### config.mk
export PLATFORM = sky130hd
export DESIGN_NAME = fifo_param
export DESIGN_NICKNAME = d
export VERILOG_FILES = /design/src/rtl/fifo_param.sv
export SDC_FILE = /design/constraint.sdc
export NUM_CORES = 1
export LEC_CHECK = 0
export BUFFER_PORTS_ARGS = -buffer_cell sky130_fd_sc_hd__buf_4
export CAP_MARGIN = 5
export CORE_MARGIN = 3
export CORE_UTILIZATION = 50
export CTS_CLUSTER_SIZE = 25
export DETAILED_ROUTE_END_ITERATION = 16
export GPL_TIMING_DRIVEN = 0
export MAX_ROUTING_LAYER = met4
export PLACE_DENSITY = 0.7
export SYNTH_ARGS = -nofsm -noshare
export SYNTH_HDL_FRONTEND = slang
export SYNTH_SLANG_ARGS = --single-unit
### constraint.sdc
create_clock -name clk -period 4.4 [get_ports clk]
set_clock_uncertainty 0.15 [all_clocks]
set_input_delay 0.22 -clock clk [delete_from_list [all_inputs] [get_ports clk]]
set_output_delay 0.22 -clock clk [all_outputs]
set_load 0.01 [all_outputs]
### src/rtl/fifo_param.sv
// Parametrised synchronous FIFO with programmable almost-full/almost-empty
// thresholds, occupancy count, sticky error flag and optional FWFT read mode.
module fifo_param #(
  parameter int unsigned DATA_WIDTH = 10,
  parameter int unsigned ADDR_WIDTH = 3,
  parameter int unsigned FWFT       = 0
) (
  input  logic                  clk,
  input  logic                  reset,
  input  logic                  write_enable,
  input  logic                  read_enable,
  input  logic [DATA_WIDTH-1:0] data_in,
  input  logic [ADDR_WIDTH:0]   af_thresh,
  input  logic [ADDR_WIDTH:0]   ae_thresh,
  output logic [DATA_WIDTH-1:0] data_out,
  output logic                  valid,
  output logic                  full,
  output logic                  empty,
  output logic                  almost_full,
  output logic                  almost_empty,
  output logic                  error,
  output logic [ADDR_WIDTH:0]   count,
  output logic [ADDR_WIDTH-1:0] wr_ptr,
  output logic [ADDR_WIDTH-1:0] rd_ptr
);

  localparam int unsigned DEPTH = 2 ** ADDR_WIDTH;
  localparam logic [ADDR_WIDTH:0] DEPTH_CNT = (ADDR_WIDTH + 1)'(DEPTH);

  logic [DATA_WIDTH-1:0] mem [DEPTH];

  logic [ADDR_WIDTH-1:0] wr_ptr_q, wr_ptr_d;
  logic [ADDR_WIDTH-1:0] rd_ptr_q, rd_ptr_d;
  logic [ADDR_WIDTH:0]   count_q, count_d;
  logic                  error_q, error_d;
  logic                  wr_ok, rd_ok;

  // Status flags decoded from the registered count and live thresholds.
  always_comb begin
    full         = (count_q == DEPTH_CNT);
    empty        = (count_q == '0);
    almost_full  = !full && (count_q >= af_thresh);
    almost_empty = !empty && (count_q <= ae_thresh);
  end

  // Accept logic, pointer/count advance and sticky error detection.
  always_comb begin
    rd_ok    = read_enable && !empty;
    // A pop in the same cycle frees a slot, so a full FIFO still takes the write.
    wr_ok    = write_enable && (!full || rd_ok);
    wr_ptr_d = wr_ptr_q;
    rd_ptr_d = rd_ptr_q;
    count_d  = count_q;
    if (wr_ok) wr_ptr_d = wr_ptr_q + ADDR_WIDTH'(1);
    if (rd_ok) rd_ptr_d = rd_ptr_q + ADDR_WIDTH'(1);
    case ({wr_ok, rd_ok})
      2'b10:   count_d = count_q + (ADDR_WIDTH + 1)'(1);
      2'b01:   count_d = count_q - (ADDR_WIDTH + 1)'(1);
      default: count_d = count_q;
    endcase
    error_d = error_q | (write_enable && full && !rd_ok) | (read_enable && empty);
  end

  // Control state register.
  always_ff @(posedge clk or posedge reset) begin
    if (reset) begin
      wr_ptr_q <= '0;
      rd_ptr_q <= '0;
      count_q  <= '0;
      error_q  <= 1'b0;
    end else begin
      wr_ptr_q <= wr_ptr_d;
      rd_ptr_q <= rd_ptr_d;
      count_q  <= count_d;
      error_q  <= error_d;
    end
  end

  // Storage array; contents need no reset.
  always_ff @(posedge clk) begin
    if (wr_ok) mem[wr_ptr_q] <= data_in;
  end

  generate
    if (FWFT != 0) begin : g_fwft
      // Head word shown directly; forced to zero while empty so reset reads as 0.
      assign data_out = empty ? '0 : mem[rd_ptr_q];
      assign valid    = !empty;
    end else begin : g_std
      logic [DATA_WIDTH-1:0] dout_q;
      logic                  valid_q;

      // Registered read port: popped word appears one cycle after the pop.
      always_ff @(posedge clk or posedge reset) begin
        if (reset) begin
          dout_q  <= '0;
          valid_q <= 1'b0;
        end else begin
          valid_q <= rd_ok;
          if (rd_ok) dout_q <= mem[rd_ptr_q];
        end
      end

      assign data_out = dout_q;
      assign valid    = valid_q;
    end
  endgenerate

  assign error  = error_q;
  assign count  = count_q;
  assign wr_ptr = wr_ptr_q;
  assign rd_ptr = rd_ptr_q;

endmodule

# == Yosys cells after proc, flatten, opt, wreduce, memory -nomap -nowiden ==
# Memories as Yosys holds them, arrays and structs flattened. A register that Yosys moved wholly into a read port is not among the register bits.
# Index checks and enable logic that the tools add are counted.
# op_classes
addsub,4
order_cmp,2
eq_ne,3
muxes,3
n_bitwise,2
reduce_logical,13
# ops
cell,n
$pmux 4 s2,1
$logic_and 1x1->1,7
$add 3x1->3 const B,2
$add 4x1->4 const B,1
$eq 4x4->1 const B,1
$ge 4x4->1,1
$le 4x4->1,1
$logic_not 4->1,1
$sub 4x1->4 const B,1
$logic_not 1->1,3
$eq 2x1->1 const B,1
$eq 2x2->1 const B,1
$mux 1,2
$or 1x1->1,2
$reduce_bool 2->1,1
$logic_or 1x1->1,1
# totals
reg_bits,12
mem_bits_rw,80
input_bits,22
output_inout_bits,26
word_cells,33
memories,1
# memory_table
name,words,word_bits,rd,rd_ports_with_merged_regs,wr,line_no,rtl
mem,8,10,1,1,1,30,logic [DATA_WIDTH-1:0] mem [DEPTH];

# == Longest topological paths before layout ==
# Gate-level depths: netlist (run 1).
# depth
depth_word,7
depth_mapped,9
depth_no_buf,8

# == Worst setup path after synthesis (run 1) ==
# OpenSTA, ideal clock, no wires.
# synth_timing
path_kind,register to register
from,"register count_q[0], in the netlist count[0]"
to,memory mem[4][0] (enable)
setup_time_ns,0.408
t_arrival_ns,2.134
t_required_ns,3.842
path_slack_ns,1.709
path_stages_with_launch,5
cell_sequence,dfrtp_1 > or3_1 > buf_4 > o21ai_2 > nor4b_1
# synth_between
elab_chain_cells,7
word_cells_on_any_way,9
classes_between,eq/ne: 1; mux: 2; reduce/logical: 6
# synth_rtl
item,line_no,rtl
start: declaration,34,"logic [ADDR_WIDTH:0] count_q, count_d;"
start signal: assignment,74,count_q <= count_d;
$logic_not 4->1,41,empty = (count_q == '0);
$logic_not 1->1,48,rd_ok = read_enable && !empty;
$logic_and 1x1->1,48,
$logic_or 1x1->1 (*),50,wr_ok = write_enable && (!full || rd_ok);
$logic_and 1x1->1 (*),50,
$mux 1 (*),81,if (wr_ok) mem[wr_ptr_q] <= data_in;
$mux 1 (implied by the code) (*),81,
end: declaration,30,
# Mark *: on every way between the ends. The rest lies on a longest branch, timed or not.

# == Final worst setup path (run 1) ==
# layout_timing
from,"register count_q[0], in the netlist count[0]"
to,memory mem[6][8] (enable)
# The elaborated chain is that of the path after synthesis.

==> out/qor_table.md, run 1 <==
| Item | This run |
| --- | --- |
| First element of the critical path | count[0] |
| Number of instances in the synthesized netlist | 295 |
| Shortest period the worst path allows | 2.60 ns |
| Total vias in the final route | 2592 |
| R2r startpoint | count[0] |
| Max Transition Viols Final | 0 |
| Static Leak | 0.00202 uW |
| Setup fix buffers added after clock tree synthesis | 0 |
| Core occupancy in the finished layout | 0.627 |
| Port-buffer cells | 47 |
| GR Util met1 | 0.255 |
| Proportion of layout cells with a drive suffix above 1 | 0.285 |
| Final global-route overflow total | 0 |
| Number of placement rows | 33 |
| Antenna viol nets, final | 0 |
| Quantity of gates resized following cts | 0 |
| H-tree depth reported by CTS | 3 |
| Clock insertion delay at the later pin of the skew report | 0.37 ns |
| End of the critical path | mem[6][8] |
| CTS Sinks | 102 |
| Setup violations, final | 0 |
| Cell count after placement | 449 |
| Chip height | 99.8 um |
| Class of the worst hold path | input pin to register |
| Num CTS Buffers | 9 |
| Pin count of the biggest net entering global routing | 23 |
| Biggest area consumer among synthesized cells | sky130_fd_sc_hd__edfxtp_1 |
| Avg Cell Area, Syn | 14.9 um2 |
| Count of flip-flops with a built-in enable after synthesis | 80 |
| Syn nets | 328 |
| Count of maximum capacitance violations | 0 |
| Largest cells by area after synthesis | sky130_fd_sc_hd__edfxtp_1, sky130_fd_sc_hd__dfrtp_1, sky130_fd_sc_hd__mux2_2 |
| Data arrival time at the worst-slack endpoint | 2.44 ns |
| Overall power after layout | 3210 uW |
| Drt first pass iters | 4 |
| Clock-pin slew on the worst setup and hold paths | 0.09 ns |
| Outcome | completed |
| Yosys warns | 0 |
| Worst Hold Path Cells | 4 |
| Global placer's final weighted congestion | 0.750 |
| Internal power | 2110 uW |
| Initial core utilization | 0.525 |
| Area Overhead vs Synth | 19.6% |
| Total GRT Usage | 0.183 |
| Final worst hold slack | 0.146 ns |
| Maximum frequency from static timing analysis | 385 MHz |
| RSZ-0062 raised after global routing | no |
| Detailed Route Iter0 Violations | 107 |
| Slew at the pin with the worst max-slew slack | 0.949 ns |
| Die area | 0.00996 mm2 |
| Met3 routing resource usage after global routing | 0.0438 |
| Startpoint kind of the worst setup timing path | register |
| Relative slew slack | 0.365 |
| Worst R2R Setup Slack | 1.80 ns |
| Cts-stage hold buffer count | 12 |
| Async set-or-reset flop fraction in the synthesized netlist | 0.216 |
| Antenna violations before repair | 0 |
| Fraction of the yosys area taken by sequential cells | 0.672 |
| Final non-filler cell total | 477 |
| Avg WL per Cell | 17.1 um |
| Number of remaining DRC errors | 0 |
| Seq pwr share | 0.427 |
| Via density | 5.43 |
| Overall die width | 99.8 um |
| Worst Setup Path Type | register to register |
| First-pass GRT wire length | 13200 um |
| Worst reg-to-reg path cell count | 5 |
| Met2 Resource Use GR | 0.272 |
| Yosys reg bits | 102 |
| Count of final hold-check violations | 0 |
| Buffer cell driving the clock tree root | sky130_fd_sc_hd__clkbuf_8 |
| Fraction of power consumed by combinational cells | 0.386 |
| Unique cell type count in the Yosys netlist | 44 |
| Final TNS setup | 0 ns |
| Summed instance area of the synthesized netlist | 0.00440 mm2 |
| Beginning of the worst hold path | write_enable |
| VDD IR-drop max | 0.308 mV |
| Power per Cell Area | 610 mW/mm2 |
| I/O pin cnt | 48 |
| Final Routed Wirelength | 8170 um |
| Estimated wirelength of the detail-placed design | 5570 um |
| Max Root-Sink Buffers | 2 |
| Vias in the first global route | 2570 |
| Sort of element at the end of the critical path | register |
| Tcrit/Tclk final | 0.590 |
| Ys flop type | sky130_fd_sc_hd__edfxtp_1 |
| Switching Fraction | 0.342 |
| Layer carrying the most global-route usage | met2 |
| Required time of the worst setup path | 4.24 ns |
| Antenna diode instance count | 0 |
| Part of the power in the clock network | 0.186 |
| Net load switching power | 1100 uW |
| Destination of the worst register-to-register timing path | mem[6][8] |
| Core ar. | 0.00838 mm2 |
| TritonCTS clock tree | yes |
| Count of nets after finishing | 400 |
| Area share of the largest cell type after synthesis | 0.546 |
| Worst-path maximum fanout | 10 |
==> worst max-delay path, cell delays in order, from the launching register on <==
cell                      delay [ns]
sky130_fd_sc_hd__dfrtp_1        0.56
sky130_fd_sc_hd__or3_1          0.17
sky130_fd_sc_hd__buf_4          0.16
sky130_fd_sc_hd__o21a_1         0.21
sky130_fd_sc_hd__nand2_1        0.17
sky130_fd_sc_hd__nor3b_2        0.81
==> layer usage <==
layer | vias up | wire length (um)
met5 | - | 0
met4 | 0 | 82
met3 | 9 | 416
met2 | 59 | 3840
met1 | 1257 | 3830
li1 | 1267 | -
==> cells by family after synthesis <==
family	after synthesis	synth area share
AO/OA/AOI/OAI	53	0.0877
XOR/XNOR	5	0.00996
adder cells (fa/ha/maj)	11	0.0313
buffers and inverters	27	0.0344
flip-flops	102	0.672
multiplexers	40	0.0968
AND/OR/NAND/NOR	57	0.0683
==> flip-flops by register name (all words and copies together), names as in the netlist <==
signal and flops:
count 4, mem 80, rd_ptr 3, data_out 10, wr_ptr 3, error 1, valid 1
==> layout by cell type, fill, tap and decap left out, drive strengths merged, types with 2 or more instances in the layout <==
| cell type | instances |
|---|---|
| mux2i | 20 |
| inv | 15 |
| ha | 11 |
| a21oi | 4 |
| a21o | 2 |
| nand2b | 4 |
| xnor2 | 4 |
| a221o | 10 |
| mux2 | 20 |
| nor2 | 5 |
| o21ai | 16 |
| buf | 62 |
| clkbuf | 11 |
| edfxtp | 80 |
| nor4 | 3 |
| nor4b | 2 |
| dlygate4sd3 | 12 |
| nand2 | 26 |
| nand4 | 2 |
| nor3b | 2 |
| clkinv | 2 |
| dfrtp | 22 |
| a211oi | 3 |
| o22ai | 10 |
| nor3 | 6 |
| nor2b | 6 |
==> power by group through the flow <==
stage	sequential (uW)	combinational, uW	clock (uW)
2_1_floorplan	1410	774	0
3_3_place_gp	1380	1200	0
3_5_place_dp	1390	1240	0
4_1_cts	1370	1250	607
5_1_grt	1390	1370	651
6_report	1370	1240	597
==> per-stage QoR <==
stage          worst slack, ns  cell area [um2]
2_1_floorplan             1.71             4400
3_3_place_gp              1.03             4880
3_5_place_dp              1.79             4930
4_1_cts                   1.78             5260
5_1_grt                   1.63             5260
6_report                  1.80             5260
==> layout make-up <==
type,count,area (um2)
clock buffer,9,124
tap,105,131
sequential,102,2950
inverter,12,45.0
timing repair buffer,61,488
buffer,15,106
clock inverter,7,78.8
multi-input combinational,166,1330
fill,639,3130
==> how the worst min path moves through the flow <==
| stage | end |
|---|---|
| finish | count[0] |
| global route | count[0] |
| CTS | count[1] |
| detailed placement | data_out[3] |
| global placement | data_out[5] |
| floorplan | count[0] |
==> cell usage after synthesis (2+ instances only) <==
library cell,number
sky130_fd_sc_hd__a211oi_1,2
sky130_fd_sc_hd__a21o_1,2
sky130_fd_sc_hd__a21oi_1,4
sky130_fd_sc_hd__a221o_1,10
sky130_fd_sc_hd__buf_1,4
sky130_fd_sc_hd__buf_4,3
sky130_fd_sc_hd__buf_6,5
sky130_fd_sc_hd__clkbuf_1,2
sky130_fd_sc_hd__dfrtp_1,22
sky130_fd_sc_hd__edfxtp_1,80
sky130_fd_sc_hd__ha_1,11
sky130_fd_sc_hd__inv_1,11
sky130_fd_sc_hd__mux2_2,20
sky130_fd_sc_hd__mux2i_1,20
sky130_fd_sc_hd__nand2_1,26
sky130_fd_sc_hd__nand2b_1,4
sky130_fd_sc_hd__nand4_1,2
sky130_fd_sc_hd__nor2_1,5
sky130_fd_sc_hd__nor2b_1,6
sky130_fd_sc_hd__nor3_1,6
sky130_fd_sc_hd__nor3b_1,2
sky130_fd_sc_hd__nor4_1,2
sky130_fd_sc_hd__o21ai_0,13
sky130_fd_sc_hd__o22ai_1,10
sky130_fd_sc_hd__xnor2_1,4
Power figures use the tool's default switching activity.
==> run 2, diff against run 1 <==
--- a/config.mk
+++ b/config.mk
@@ -5,6 +5,7 @@
 export SDC_FILE = /design/constraint.sdc
 export NUM_CORES = 1
 export LEC_CHECK = 0
+export ABC_AREA = 1
 export BUFFER_PORTS_ARGS = -buffer_cell sky130_fd_sc_hd__buf_4
 export CAP_MARGIN = 5
 export CORE_MARGIN = 3
@@ -13,7 +14,7 @@
 export DETAILED_ROUTE_END_ITERATION = 16
 export GPL_TIMING_DRIVEN = 0
 export MAX_ROUTING_LAYER = met4
-export PLACE_DENSITY = 0.7
+export PLACE_DENSITY = 0.72
 export SYNTH_ARGS = -nofsm -noshare
 export SYNTH_HDL_FRONTEND = slang
 export SYNTH_SLANG_ARGS = --single-unit
==> constraint.sdc (replaced) <==
create_clock -name clk -period 2.1 [get_ports clk]
set_clock_uncertainty 0.15 [all_clocks]
set_input_delay 0.105 -clock clk [delete_from_list [all_inputs] [get_ports clk]]
set_output_delay 0.105 -clock clk [all_outputs]
set_load 0.01 [all_outputs]
==> run 2 against run 1 <==
Against the previous run: critical endpoint is now almost_full; sequential power rose by 110%; routed wire length up 16%; critical path depth is 2 higher; sequential share of layout area down 1.9 points; register-to-register slack worse by 1.7 ns; via count up 16%; cell area is 3.6% higher; die area down 1.3%; setup slack lost 1.7 ns; worst hold slack gained 0.16 ns; highest routed layer unchanged; global-route usage increased by 1.8 points.
==> out/qor_table.md, run 2 <==
| Item | This run | vs previous |
| --- | --- | --- |
| Most common cell in the netlist | sky130_fd_sc_hd__edfxtp_1 |  |
| Cell depth of the worst setup path | 7 | +2 |
| Power per Cell Area | 1270 mW/mm2 | +110% |
| Antenna viol nets, final | 0 | unchanged |
| Global placer's final weighted congestion | 0.811 | +8.1% |
| Fraction of the yosys area taken by sequential cells | 0.681 | +0.00910 |
| Number of remaining DRC errors | 0 | unchanged |
| Vias in the first global route | 2910 | +13% |
| Async set-or-reset flop fraction in the synthesized netlist | 0.216 | unchanged |
| Number of instances in the synthesized netlist | 348 | +18% |
| Total GRT Usage | 0.201 | +0.0180 |
| Series of cell instances along the critical path | ha_4 -> a21boi_2 -> o21a_1 -> o21a_1 -> o21ai_1 -> inv_1 -> buf_6 |  |
| Class of the worst hold path | input pin to asynchronous set/reset pin |  |
| Port-buffer cells | 47 | unchanged |
| Detailed Route Iter0 Violations | 209 | +95% |
| Cell count after placement | 500 | +11% |
| Worst R2R Setup Slack | 0.12 ns | -1.68 ns |
| Count of flip-flops with a built-in enable after synthesis | 80 | unchanged |
| Antenna violations before repair | 0 | unchanged |
| Clock insertion delay at the later pin of the skew report | 0.37 ns | about the same |
| Data arrival time at the worst-slack endpoint | 1.77 ns | -0.67 ns |
| Kind of cell adding the most delay to the critical path | compound AO/OA/AOI/OAI gates |  |
| Overall die width | 99.1 um | -0.63% |
| Final global-route overflow total | 0 | unchanged |
| Setup violations, final | 0 | unchanged |
| Buf/Inv on CP | 2 | +1 |
| TritonCTS clock tree | yes |  |
| Yosys reg bits | 102 | unchanged |
| Top library cells by usage in the layout, fill and taps aside | sky130_fd_sc_hd__edfxtp_1, sky130_fd_sc_hd__buf_4, sky130_fd_sc_hd__nand2_1, sky130_fd_sc_hd__nor2_1, sky130_fd_sc_hd__inv_1 |  |
| I/O pin cnt | 48 | unchanged |
| Worst path setup slack after routing | 0.0736 ns | -1.73 ns |
| Antenna diode instance count | 0 | unchanged |
| Count of final hold-check violations | 0 | unchanged |
| First-pass GRT wire length | 14500 um | +9.6% |
| Count of maximum capacitance violations | 0 | unchanged |
| Proportion of layout cells with a drive suffix above 1 | 0.262 | -0.0230 |
| Static Leak | 0.00217 uW | +7.2% |
| Longest individual stage delay on the worst path | 0.44 ns | -0.37 ns |
| Estimated wirelength of the detail-placed design | 5980 um | +7.2% |
| Outcome | completed |  |
| Final non-filler cell total | 544 | +14% |
| Leading cell types by count after synthesis | sky130_fd_sc_hd__edfxtp_1, sky130_fd_sc_hd__nor2_1, sky130_fd_sc_hd__nand2_1 |  |
| Worst reg-to-reg path cell count | 10 | +5 |
| Final Routed Wirelength | 9480 um | +16% |
| Die area | 0.00983 mm2 | -1.3% |
| Leading cell type in the layout, fill and taps excluded | sky130_fd_sc_hd__edfxtp_1 |  |
| Clock-pin slew on the worst setup and hold paths | 0.11 ns | +0.02 ns |
| Avg Cell Area, Syn | 12.5 um2 | -16% |
| Sort of element at the end of the critical path | output port |  |
| Number of placement rows | 33 | unchanged |
| Chip height | 99.1 um | -0.63% |
| H-tree depth reported by CTS | 3 | unchanged |
| Via density | 5.55 | +2.1% |
| Master of the slowest instance on the critical path | sky130_fd_sc_hd__dfrtp_2 |  |
| Total vias in the final route | 3017 | +16% |
| Drt first pass iters | 6 | +2 |
| Area Overhead vs Synth | 25.6% |  |
| Maximum frequency from static timing analysis | 493 MHz |  |
| Ys flop type | sky130_fd_sc_hd__edfxtp_1 |  |
| Max Root-Sink Buffers | 2 | unchanged |
| Num CTS Buffers | 9 | unchanged |
| CTS Sinks | 102 | unchanged |
| Most flops, register | mem |  |
| VDD IR-drop max | 0.544 mV | +76% |
| Count of nets after finishing | 467 | +17% |
| Filler Cells Inserted | 609 | -4.7% |
| Required time of the worst setup path | 1.85 ns | -2.39 ns |
| Initial core utilization | 0.520 | -0.00445 |
| Unique cell type count in the Yosys netlist | 30 | -32% |
| Buffer cell driving the clock tree root | sky130_fd_sc_hd__clkbuf_8 |  |
| Crit-path most repeated cell | sky130_fd_sc_hd__o21a_1 |  |
| Yosys warns | 0 | unchanged |
| Worst Setup Path Type | register to output port |  |
| Worst slack at placement | -0.411 ns | -2.20 ns |
| Relative slew slack | 0.413 | +0.0484 |
| Slew at the pin with the worst max-slew slack | 0.879 ns | -0.0701 ns |
| Summed instance area of the synthesized netlist | 0.00434 mm2 | -1.3% |
| Tcrit/Tclk final | 0.965 |  |
| Worst-path maximum fanout | 3 | -7 |
| RSZ-0062 raised after global routing | yes |  |
| Largest cells by area after synthesis | sky130_fd_sc_hd__edfxtp_1, sky130_fd_sc_hd__dfrtp_1, sky130_fd_sc_hd__nor2_1 |  |
| Core ar. | 0.00834 mm2 | -0.49% |
| Syn nets | 381 | +16% |
| Area share of the largest cell type after synthesis | 0.554 | +0.00741 |
| Avg WL per Cell | 17.4 um | +1.8% |
| Max Transition Viols Final | 0 | unchanged |
| Flip-flop count of the largest register, all copies and words added | 80 | unchanged |
| Biggest area consumer among synthesized cells | sky130_fd_sc_hd__edfxtp_1 |  |
| Startpoint kind of the worst setup timing path | register |  |
| Shortest period the worst path allows | 2.03 ns |  |
| Pin count of the biggest net entering global routing | 23 | unchanged |
## run 2: cell types whose count changed in the layout (fill, tap and decap cells not counted), moves of 12 or more
cell	before	now
sky130_fd_sc_hd__nand2_1	26	44
sky130_fd_sc_hd__nor2_1	5	42
sky130_fd_sc_hd__mux2_2	20	0
sky130_fd_sc_hd__inv_1	11	23
## run 2: per-stage QoR
stage | power [uW] | hold WS (ns) | setup TNS, ns | util | instance area (um2)
6_report | 6890 | 0.308 | 0 | 0.653 | 5450
5_1_grt | 7340 | 0.354 | -0.00870 | 0.653 | 5450
4_1_cts | 6650 | 0.345 | -7.95 | 0.624 | 5200
3_5_place_dp | 5380 | 0.195 | -25.71 | 0.578 | 4820
3_3_place_gp | 5300 | 0.180 | -22.22 | 0.578 | 4820
2_1_floorplan | 4400 | -0.0558 | 0 | - | 4340
## run 2: power by group
group / switching [uW] / total [uW] / internal [uW]
combinational: 1690 / 2910 / 1220
clock: 709 / 1160 / 452
sequential: 240 / 2820 / 2580
## run 2: area by class of cell
cell class	count	area (um2)	share of cell area
buffer	15	70.1	0.0129
inverter	28	105	0.0193
sequential	102	2960	0.543
tap	105	131	0.0241
clock buffer	10	128	0.0234
multi-input combinational	203	1300	0.239
clock inverter	6	53.8	0.00988
timing repair buffer	75	699	0.128
## run 2: worst reg2reg max path: stages (launching register included)
cell	delay, ns
sky130_fd_sc_hd__dfrtp_2	0.44
sky130_fd_sc_hd__buf_4	0.15
sky130_fd_sc_hd__nor2_2	0.16
sky130_fd_sc_hd__nand3_1	0.14
sky130_fd_sc_hd__inv_2	0.09
sky130_fd_sc_hd__nand2_2	0.05
sky130_fd_sc_hd__nand2_2	0.08
sky130_fd_sc_hd__inv_2	0.07
sky130_fd_sc_hd__nand2_2	0.20
sky130_fd_sc_hd__nor2_4	0.07
sky130_fd_sc_hd__buf_12	0.15
## run 2: path summary, 6_finish.rpt
path / start / end
min reg2reg: data_out[3] / data_out[3]
max in group asynchronous: reset / count[1]
min: reset / data_out[2]
min in group clk: data_out[3] / data_out[3]
max reg2reg: count[1] / mem[1][7]
max: count[1] / almost_full
## run 2: kinds of logic (layout without fill, tap and decap cells)
family,count (synthesis),after routing,synth area share
simple gates,113,113,0.113
flops,102,102,0.681
compound gates,63,63,0.0989
buf+inv,43,134,0.0404
fa+ha+maj,11,11,0.0317
mux,10,10,0.0231
xor+xnor,6,6,0.0121
## run 2: timing repair
item | 4_1_cts | 5_1_grt
resized for setup | 13 | 16
hold buffers | 13 | 0
gates cloned | 0 | 0
buffers inserted | 5 | 10
hold endpoints to repair | 105 | 0
pin swaps | 0 | 9
setup endpoints to repair | 81 | 82
## run 2: layer usage
metal | track usage | part of all wire | routed length [um]
met1 | 0.270 | 0.42 | 3970
met2 | 0.304 | 0.47 | 4470
met3 | 0.0491 | 0.095 | 903
met4 | 0.0693 | 0.014 | 135
met5 | - | 0 | 0
==> run 3, diff against run 2 <==
--- a/config.mk
+++ b/config.mk
@@ -13,7 +13,6 @@
 export CTS_CLUSTER_SIZE = 25
 export DETAILED_ROUTE_END_ITERATION = 16
 export GPL_TIMING_DRIVEN = 0
-export MAX_ROUTING_LAYER = met4
 export PLACE_DENSITY = 0.72
 export SYNTH_ARGS = -nofsm -noshare
 export SYNTH_HDL_FRONTEND = slang
==> constraint.sdc (replaced) <==
create_clock -name clk -period 1.8 [get_ports clk]
set_clock_uncertainty 0.15 [all_clocks]
set_input_delay 0.18 -clock clk [delete_from_list [all_inputs] [get_ports clk]]
set_output_delay 0.18 -clock clk [all_outputs]
set_load 0.01 [all_outputs]
==> run 3 against run 2 <==
Against the previous run: the run now ends with setup timing left; sequential share of layout area down 3.4 points; power is 24% higher; clock power grew 11%; count of clock-buffer cells in the layout unchanged; routed wire length is 10% higher; register-to-register slack got worse by 0.37 ns; worst hold slack lost 0.27 ns; core utilization is 4.4 points higher; first-iteration DRC count up 11%; combinational power rose by 37%; non-clock buffer count is 21 higher; cell area up 6.7%; critical endpoint unchanged.
==> out/qor_table.md, run 3 (synthesis results as in run 2) <==
| Item | This run | vs previous |
| --- | --- | --- |
| Core ar. | 0.00834 mm2 | unchanged |
| Number of placement rows | 33 | unchanged |
| CTS Sinks | 102 | unchanged |
| Seq pwr share | 0.386 | -0.023 |
| Buf/Inv on CP | 4 | +2 |
| GR Util met1 | 0.303 | +0.0333 |
| Startpoint kind of the worst setup timing path | register |  |
| RSZ-0062 raised after global routing | yes |  |
| Filler Cells Inserted | 577 | -5.3% |
| Area Overhead vs Synth | 34.0% |  |
| I/O pin cnt | 48 | unchanged |
| Global placer's final weighted congestion | 0.881 | +8.6% |
| Shortest period the worst path allows | 2.09 ns |  |
| Power per Cell Area | 1480 mW/mm2 | +17% |
| Met3 routing resource usage after global routing | 0.0470 | -0.00210 |
| Leading cell type in the layout, fill and taps excluded | sky130_fd_sc_hd__edfxtp_1 |  |
| VDD IR-drop max | 0.774 mV | +42% |
| Pin count of the biggest net entering global routing | 23 | unchanged |
| Chip height | 99.1 um | unchanged |
| Worst reg-to-reg path cell count | 10 | unchanged |
| Final TNS setup | -6.26 ns | -6.26 ns |
| Drt first pass iters | 4 | -2 |
| Series of cell instances along the critical path | inv_2 -> ha_4 -> inv_2 -> a21boi_1 -> o21a_1 -> o21a_1 -> o21ai_1 -> inv_1 -> buf_6 |  |
| Total vias in the final route | 3081 | +2.1% |
| Die area | 0.00983 mm2 | unchanged |
| Count of nets after finishing | 488 | +4.5% |
| Static Leak | 0.00233 uW | +7.3% |
| Number of remaining DRC errors | 0 | unchanged |
| Max Root-Sink Buffers | 2 | unchanged |
| Overall power after layout | 8580 uW | +24% |
| Switching Fraction | 0.382 | -0.000663 |
| Worst R2R Setup Slack | -0.25 ns | -0.37 ns |
| Proportion of layout cells with a drive suffix above 1 | 0.346 | +0.0837 |
| H-tree depth reported by CTS | 3 | unchanged |
| Outcome | finished with violations |  |
| Total GRT Usage | 0.218 | +0.0167 |
| Violated checks | setup timing |  |
| Fraction of power consumed by combinational cells | 0.464 | +0.042 |
| Worst slack at placement | -0.394 ns | +0.0165 ns |
| Cell depth of the worst setup path | 9 | +2 |
| Clock insertion delay at the later pin of the skew report | 0.36 ns | about the same |
| Worst Setup Path Type | register to output port |  |
| Max Transition Viols Final | 0 | unchanged |
| TritonCTS clock tree | yes |  |
| Count of final hold-check violations | 0 | unchanged |
| Top library cells by usage in the layout, fill and taps aside | sky130_fd_sc_hd__edfxtp_1, sky130_fd_sc_hd__buf_4, sky130_fd_sc_hd__nand2_1, sky130_fd_sc_hd__nor2_1, sky130_fd_sc_hd__o21ai_0 |  |
| Tcrit/Tclk final | 1.16 |  |
| Estimated wirelength of the detail-placed design | 6130 um | +2.6% |
| Met2 Resource Use GR | 0.354 | +0.0501 |
| Num CTS Buffers | 9 | unchanged |
| Sort of element at the end of the critical path | output port |  |
| Relative slew slack | 0.388 | -0.0254 |
| First-pass GRT wire length | 16200 um | +11% |
| Worst path setup slack after routing | -0.290 ns | -0.363 ns |
| Clock-pin slew on the worst setup and hold paths | 0.08 ns | -0.03 ns |
| Antenna diode instance count | 0 | unchanged |
| Kind of cell adding the most delay to the critical path | compound AO/OA/AOI/OAI gates |  |
| End of the critical path | almost_full |  |
| Port-buffer cells | 47 | unchanged |
| Class of the worst hold path | input pin to register |  |
| Master of the slowest instance on the critical path | sky130_fd_sc_hd__dfrtp_2 |  |
| Detailed Route Iter0 Violations | 231 | +11% |
| Count of maximum capacitance violations | 0 | unchanged |
| Worst-path maximum fanout | 3 | unchanged |
| Layer carrying the most global-route usage | met2 |  |
| Antenna violations before repair | 0 | unchanged |
| Slew at the pin with the worst max-slew slack | 0.917 ns | +0.0380 ns |
| Setup violations, final | 44 | +44 |
| Maximum frequency from static timing analysis | 479 MHz |  |
| Overall die width | 99.1 um | unchanged |
| Flip-flop count of the largest register, all copies and words added | 80 | unchanged |
| Initial core utilization | 0.520 | unchanged |
| Avg WL per Cell | 18.5 um | +6.4% |
| First element of the critical path | count[0] |  |
| Buffer cell driving the clock tree root | sky130_fd_sc_hd__clkbuf_8 |  |
| Internal power | 5300 uW | +25% |
| Via density | 5.45 | -1.7% |
| Most flops, register | mem |  |
| Data arrival time at the worst-slack endpoint | 1.76 ns | about the same |
| Final global-route overflow total | 0 | unchanged |
| Final Routed Wirelength | 10500 um | +10% |
| Destination of the worst register-to-register timing path | mem[0][7] |  |
| R2r startpoint | count[1] |  |
| Net load switching power | 3280 uW | +24% |
| Longest individual stage delay on the worst path | 0.43 ns | about the same |
| Vias in the first global route | 3121 | +7.3% |
| Required time of the worst setup path | 1.47 ns | -0.38 ns |
| Part of the power in the clock network | 0.150 | -0.018 |
| Antenna viol nets, final | 0 | unchanged |
==> run 3: changes by cell type in the layout (fill, tap and decap cells not counted), sizes merged <==
cell and delta:
inv -1, dlygate4sd3 -1, clkbuf +3, clkinv +2, buf +19, clkinvlp -1
==> run 3: metrics by stage <==
step                cells  area (um2)  hold WS [ns]  utilization
global placement      500        4870         0.264        0.584
finish                565        5810        0.0362        0.697
detailed placement    500        4870         0.279        0.584
floorplan             348        4380        0.0190            -
CTS                   555        5590        0.0632        0.670
global route          565        5810        0.0297        0.697
==> run 3: how the worst min path moves through the flow <==
stage	startpoint	cells past startpoint	slack, ns	endpoint
after CTS	read_enable	3	0.06	error
after global routing	read_enable	3	0.03	rd_ptr[0]
after global placement	reset	2	0.26	valid
final	read_enable	3	0.04	rd_ptr[0]
after detailed placement	reset	2	0.28	data_out[2]
after floorplan	reset	1	0.02	count[3]
==> run 3: timing repair <==
action	in CTS	in global routing
endpoints found under the hold margin	103	0
pin swaps	14	20
gates resized for setup	30	44
buffers inserted	26	9
hold buffers	12	0
setup endpoints to repair	83	94
cloned	1	2
==> run 3: final cells by class <==
cell class	instances	area (um2)	share of cell area
tap	105	131	0.0226
clock buffer	10	128	0.0219
sequential	102	2960	0.509
multi-input combinational	203	1430	0.246
buffer	15	83.8	0.0144
timing repair buffer	96	923	0.159
inverter	28	113	0.0194
clock inverter	6	45.0	0.00775
==> run 3: metal layers <==
metal | vias to the layer above | share of wire | routed length (um)
li1 | 1461 | - | -
met1 | 1483 | 0.41 | 4260
met2 | 126 | 0.49 | 5100
met3 | 11 | 0.092 | 964
met4 | 0 | 0.014 | 146
met5 | - | 0 | 0
==> run 3: tightest hold or removal path: stages <==
cell and delay, ns:
sky130_fd_sc_hd__buf_4 0.15, sky130_fd_sc_hd__nand2_8 0.10, sky130_fd_sc_hd__xor2_1 0.06
==> run 3: power groups by stage <==
stage	clock (uW)	sequential (uW)	combinational [uW]
floorplan	0	3400	1810
global placement	0	3350	2920
detailed placement	0	3370	2990
CTS	1320	3300	3580
global route	1410	3360	4370
finish	1290	3310	3980
